--- config.mk ---
export PLATFORM = sky130hd
export DESIGN_NAME = aging_round_robin_arbiter
export DESIGN_NICKNAME = d
export VERILOG_FILES = /design/src/rtl/aging_round_robin_arbiter.sv
export SDC_FILE = /design/constraint.sdc
export NUM_CORES = 1
export LEC_CHECK = 0
export ABC_AREA = 1
export CAP_MARGIN = 20
export CORE_UTILIZATION = 41
export DETAILED_ROUTE_END_ITERATION = 10
export PLACE_DENSITY_LB_ADDON = 0.12
export SYNTH_ARGS = -nofsm -noshare
export SYNTH_HDL_FRONTEND = slang
export SYNTH_SLANG_ARGS = --single-unit
--- constraint.sdc ---
create_clock -name clk_in -period 3.22 [get_ports clk_in]
set_clock_uncertainty 0.1 [all_clocks]
set_input_delay 0.322 -clock clk_in [delete_from_list [all_inputs] [get_ports clk_in]]
set_output_delay 0.322 -clock clk_in [all_outputs]
set_load 0.005 [all_outputs]
--- src/rtl/aging_round_robin_arbiter.sv ---
// Round-robin arbiter with a critical tier and per-requester aging that promotes
// long-waiting requesters; the granted payload sits in a registered valid/ack stage.
module aging_round_robin_arbiter #(
   parameter int SINGLE_REQUEST_WIDTH_IN_BITS = 64,
   parameter int NUM_REQUEST                  = 3,
   parameter int AGE_THRESHOLD                = 8,
   localparam int IDX_W = (NUM_REQUEST > 2) ? $clog2(NUM_REQUEST) : 1,
   localparam int AGE_W = $clog2(AGE_THRESHOLD + 1)
) (
   input  logic                                                clk_in,
   input  logic                                                reset_in,
   input  logic [SINGLE_REQUEST_WIDTH_IN_BITS*NUM_REQUEST-1:0] request_flatted_in,
   input  logic [NUM_REQUEST-1:0]                              request_valid_flatted_in,
   input  logic [NUM_REQUEST-1:0]                              request_critical_flatted_in,
   output logic [NUM_REQUEST-1:0]                              issue_ack_out,
   output logic [SINGLE_REQUEST_WIDTH_IN_BITS-1:0]             request_out,
   output logic                                                request_valid_out,
   output logic [IDX_W-1:0]                                    grant_index_out,
   input  logic                                                issue_ack_in
);

   localparam int W = SINGLE_REQUEST_WIDTH_IN_BITS;

   logic [IDX_W-1:0]       last_ptr_r;
   logic [AGE_W-1:0]       age_r [NUM_REQUEST];
   logic [NUM_REQUEST-1:0] eff_crit_s;
   logic [NUM_REQUEST-1:0] ack_s;
   logic                   load_s;
   logic                   crit_found_s;
   logic                   valid_found_s;
   logic [IDX_W-1:0]       crit_idx_s;
   logic [IDX_W-1:0]       valid_idx_s;
   logic [IDX_W-1:0]       sel_s;
   logic [W-1:0]           sel_payload_s;

   // Effective critical: external hint or an age counter that reached the threshold.
   always_comb begin
      eff_crit_s = '0;
      for (int i = 0; i < NUM_REQUEST; i++) begin
         eff_crit_s[i] = request_valid_flatted_in[i] &
                         (request_critical_flatted_in[i] | (age_r[i] == AGE_W'(AGE_THRESHOLD)));
      end
   end

   // Circular search from last_ptr+1; the wrap is a single compare-and-subtract.
   always_comb begin
      int               cand_v;
      logic [IDX_W-1:0] cand_idx_v;
      cand_v        = 0;
      cand_idx_v    = '0;
      crit_found_s  = 1'b0;
      valid_found_s = 1'b0;
      crit_idx_s    = '0;
      valid_idx_s   = '0;
      for (int k = 0; k < NUM_REQUEST; k++) begin
         cand_v        = int'(last_ptr_r) + 1 + k;
         cand_v        = (cand_v >= NUM_REQUEST) ? (cand_v - NUM_REQUEST) : cand_v;
         cand_idx_v    = IDX_W'(cand_v);
         crit_idx_s    = (eff_crit_s[cand_idx_v] & ~crit_found_s) ? cand_idx_v : crit_idx_s;
         crit_found_s  = crit_found_s | eff_crit_s[cand_idx_v];
         valid_idx_s   = (request_valid_flatted_in[cand_idx_v] & ~valid_found_s) ? cand_idx_v : valid_idx_s;
         valid_found_s = valid_found_s | request_valid_flatted_in[cand_idx_v];
      end
   end

   assign sel_s = crit_found_s ? crit_idx_s : valid_idx_s;

   // AND-OR payload mux keyed on the selected index.
   always_comb begin
      sel_payload_s = '0;
      for (int i = 0; i < NUM_REQUEST; i++) begin
         sel_payload_s = sel_payload_s | ({W{sel_s == IDX_W'(i)}} & request_flatted_in[i*W +: W]);
      end
   end

   assign load_s        = ~request_valid_out | issue_ack_in;
   // Reset masks the ack combinationally so no requester sees a handshake during reset.
   assign ack_s         = (load_s & valid_found_s & ~reset_in) ? (NUM_REQUEST'(1'b1) << sel_s) : '0;
   assign issue_ack_out = ack_s;

   // Output stage and round-robin pointer; an empty load drains the stage.
   always_ff @(posedge clk_in or posedge reset_in) begin
      if (reset_in) begin
         request_out       <= '0;
         request_valid_out <= 1'b0;
         grant_index_out   <= '0;
         last_ptr_r        <= IDX_W'(NUM_REQUEST - 1);
      end else if (load_s) begin
         if (valid_found_s) begin
            request_out       <= sel_payload_s;
            request_valid_out <= 1'b1;
            grant_index_out   <= sel_s;
            last_ptr_r        <= sel_s;
         end else begin
            request_out       <= '0;
            request_valid_out <= 1'b0;
            grant_index_out   <= grant_index_out;
            last_ptr_r        <= last_ptr_r;
         end
      end else begin
         request_out       <= request_out;
         request_valid_out <= request_valid_out;
         grant_index_out   <= grant_index_out;
         last_ptr_r        <= last_ptr_r;
      end
   end

   // Age counters track input-side waiting only, regardless of output stall.
   always_ff @(posedge clk_in or posedge reset_in) begin
      if (reset_in) begin
         for (int i = 0; i < NUM_REQUEST; i++) begin
            age_r[i] <= '0;
         end
      end else begin
         for (int i = 0; i < NUM_REQUEST; i++) begin
            if (ack_s[i] | ~request_valid_flatted_in[i]) begin
               age_r[i] <= '0;
            end else if (age_r[i] < AGE_W'(AGE_THRESHOLD)) begin
               age_r[i] <= age_r[i] + AGE_W'(1);
            end else begin
               age_r[i] <= age_r[i];
            end
         end
      end
   end

endmodule

==> results_dict.tcl <==
set metrics [dict create \
    outcome "completed" \
    holdBufCountCts 0 \
    io_pins 271 \
    globalRouteOverflowTotal 0 \
    synth_ff_type "dfrtp_1" \
    yosysWarnings 0 \
    fp.dieW_um 116.5 \
    place_congestion 0.8727 \
    io_buffers 270 \
    h-tree-depth 3 \
    relSlewSlack 0.4934 \
    cts_tree "yes" \
    tns_ps 0 \
    rsz0062_at_grt "false" \
    finalHoldViolCount 0 \
    via_per_inst 4.575 \
    num_rows 41 \
    grt_pass1_wl_um 26990 \
    wirelength_um 17610 \
    crit_path_top_delay_cell "dfstp_2" \
    power_uw 9065 \
    start_kind "register" \
    dp_hpwl_um 13030 \
    drive_gt1_frac 0.09091 \
    final-setup-viol-count 0 \
    synth_top_area_frac 0.3676 \
    fin_util 0.6715 \
    yosysMostFrequentCell "nand2_1" \
    vias 5819 \
    vdd.ir_drop.worst_mv 0.8419 \
    hold_path_class "input pin to asynchronous set/reset pin" \
    wire_per_inst_um 13.85 \
    nets 1306 \
    grt_pass1_vias 5364 \
    avgSynthCellArea_um2 6.417 \
    fp.dieH_um 116.5 \
    endpoint_kind "output pin" \
    fmax_mhz 356.1 \
    synth-edff-count 0 \
    async_flop_share 1.000 \
    cts_root_buf "clkbuf_16" \
    synth_cell_types 28 \
    r2r_setup_slack_ps 490 \
    ant_nets 0 \
    synthCells 838 \
    dp_slack_ps 96.37 \
    die_area_um2 13580 \
    clock_latency_ps 340 \
    crit_path_max_fanout 8 \
    p_leak_uw 0.004378 \
    fillerInstances 1185 \
    ys_seq_area_frac 0.3725 \
    min_period_over_period 0.8721 \
    period_needed_ps 2808 \
    antenna_cells 0 \
    first_pass_iters 4 \
    criticalPathCategory "register to output pin" \
    numCtsBuffers 9 \
    path_clk_slew_ps 60 \
    power.density_nw_per_um2 1061 \
    drc 0 \
    antenna_found_initial 0 \
    areaGrowthSynthToFinish_pct 58.86 \
    core_area_um2 12720 \
    critical_path_arrival_ps 2390 \
    cp_cell_sequence "inv_2 > ha_4 > buf_4 > nand3_2 > clkinv_1 > nand2_1 > nand3_2 > inv_2 > nand3_4 > nor2_4 > nor2_4 > nand2_2 > nor2_2 > dlymetal6s2s_1" \
    dr.first_iter.drc_count 219 \
    clk_path_buf_depth 2 \
    syn_nets 1048 \
    synth_top_cell_by_area "dfrtp_1" \
    maxCapViolations 0 \
    synth_area_leaders "dfrtp_1, nand2_1, nand3_1" \
    cpPeakStageDelay_ps 540 \
    cp.required_ps 2800 \
    slew_violations 0 \
    worst_pin_slew_ps 759.9 \
    ys_ff_latch 80 \
    synth_common_cells "nand2_1, dfrtp_1, inv_1" \
    grt_use_total 0.2632 \
    numClockSinks 80 \
    start_util 0.4227 \
    grt_max_degree 67 \
    timing.final.ws_setup_ps 411.9 \
    synth_area_um2 5378 \
]
## sequential cells by signal, summed over array words and instances, names as in the netlist
name and flops:
age_r 12, grant_index_out 1, last_ptr_r 2, request_out 64, request_valid_out 1
## metrics by stage
step | hold slack (ps) | cell area (um2) | instances
after floorplan | 366.4 | 5378 | 838
after global placement | 360.8 | 8137 | 1255
after CTS | 201.0 | 8473 | 1271
after detailed placement | 363.7 | 8137 | 1255
after global routing | 230.4 | 8543 | 1272
final | 204.0 | 8543 | 1272
## worst max-delay path: cells and delay by family, from the launching register on
kind / cells / cell delay [ps]
flip-flops: 1 / 540
AND/OR/NAND/NOR: 8 / 680
adder cells (fa/ha/maj): 1 / 270
buffers and inverters: 5 / 550
## cell type report
cell class              instances  area [um2]  area share
clock inverters                 5       57.56    0.006737
repair buffers                285        2860      0.3348
inverters                      81       310.3     0.03632
multi-input cells             639        2858      0.3345
flip-flops and latches         80        2003      0.2345
clock buffers                  10       239.0     0.02797
well taps                     172       215.2     0.02519
## per-layer routing
metal  global-route usage  up-vias  part of all wire  routed length, um
met3              0.07058       17             0.079               1389
met1               0.2959     2578              0.40               7005
met4              0.08120        0             0.015                269
met2               0.4824      188              0.51               8947
met5                    0        -                 0                  0
li1                     -     3036                 -                  -
## placed cells by master, fill, tap and decap left out, types with 3 or more instances in the layout
cell type	instances
buf_12	3
clkbuf_16	9
inv_1	69
inv_2	9
clkinvlp_4	3
nand2_1	477
clkdlybuf4s50_1	267
nand2_4	3
a21oi_1	10
nor2_2	5
nand2_2	29
ha_1	7
nand3_2	8
o21ai_0	6
dfrtp_1	79
nor2_4	6
dlymetal6s2s_1	3
o21ai_1	3
nand4_1	5
buf_4	12
nor2_1	12
nand3_1	59
## path summary, 6_finish.rpt
| check | startpoint | endpoint | depth (start not counted) |
|---|---|---|---|
| min in group clk_in | request_out[48] | request_out[48] | 2 |
| worst max register to register | last_ptr_r[1] | request_out[26] | 17 |
| worst min-delay path | reset_in | request_out[23] | 2 |
| worst max-delay path | last_ptr_r[1] | issue_ack_out[0] | 14 |
| max in group asynchronous | reset_in | request_out[60] | 3 |
| worst min register to register | request_out[48] | request_out[48] | 2 |
## report_power, final
group          switching, uW  internal (uW)  total, uW
clock                    403            615       1020
sequential               248           1490       1740
combinational           3780           2530       6300
total                   4430           4640       9070
## logic make-up after synthesis
logic type      share of synthesized area
simple gates                       0.4707
buf+inv                            0.1133
flops                              0.3725
compound gates                    0.02257
fa+ha+maj                         0.02094
## repair_timing
| action | in CTS | in global routing |
|---|---|---|
| setup endpoints to repair | 3 | 3 |
| hold endpoints to repair | 0 | 0 |
| pin swaps | 2 | 6 |
| buffers inserted | 1 | 1 |
| resized for setup | 7 | 20 |
(Power assumes the default switching activity.)
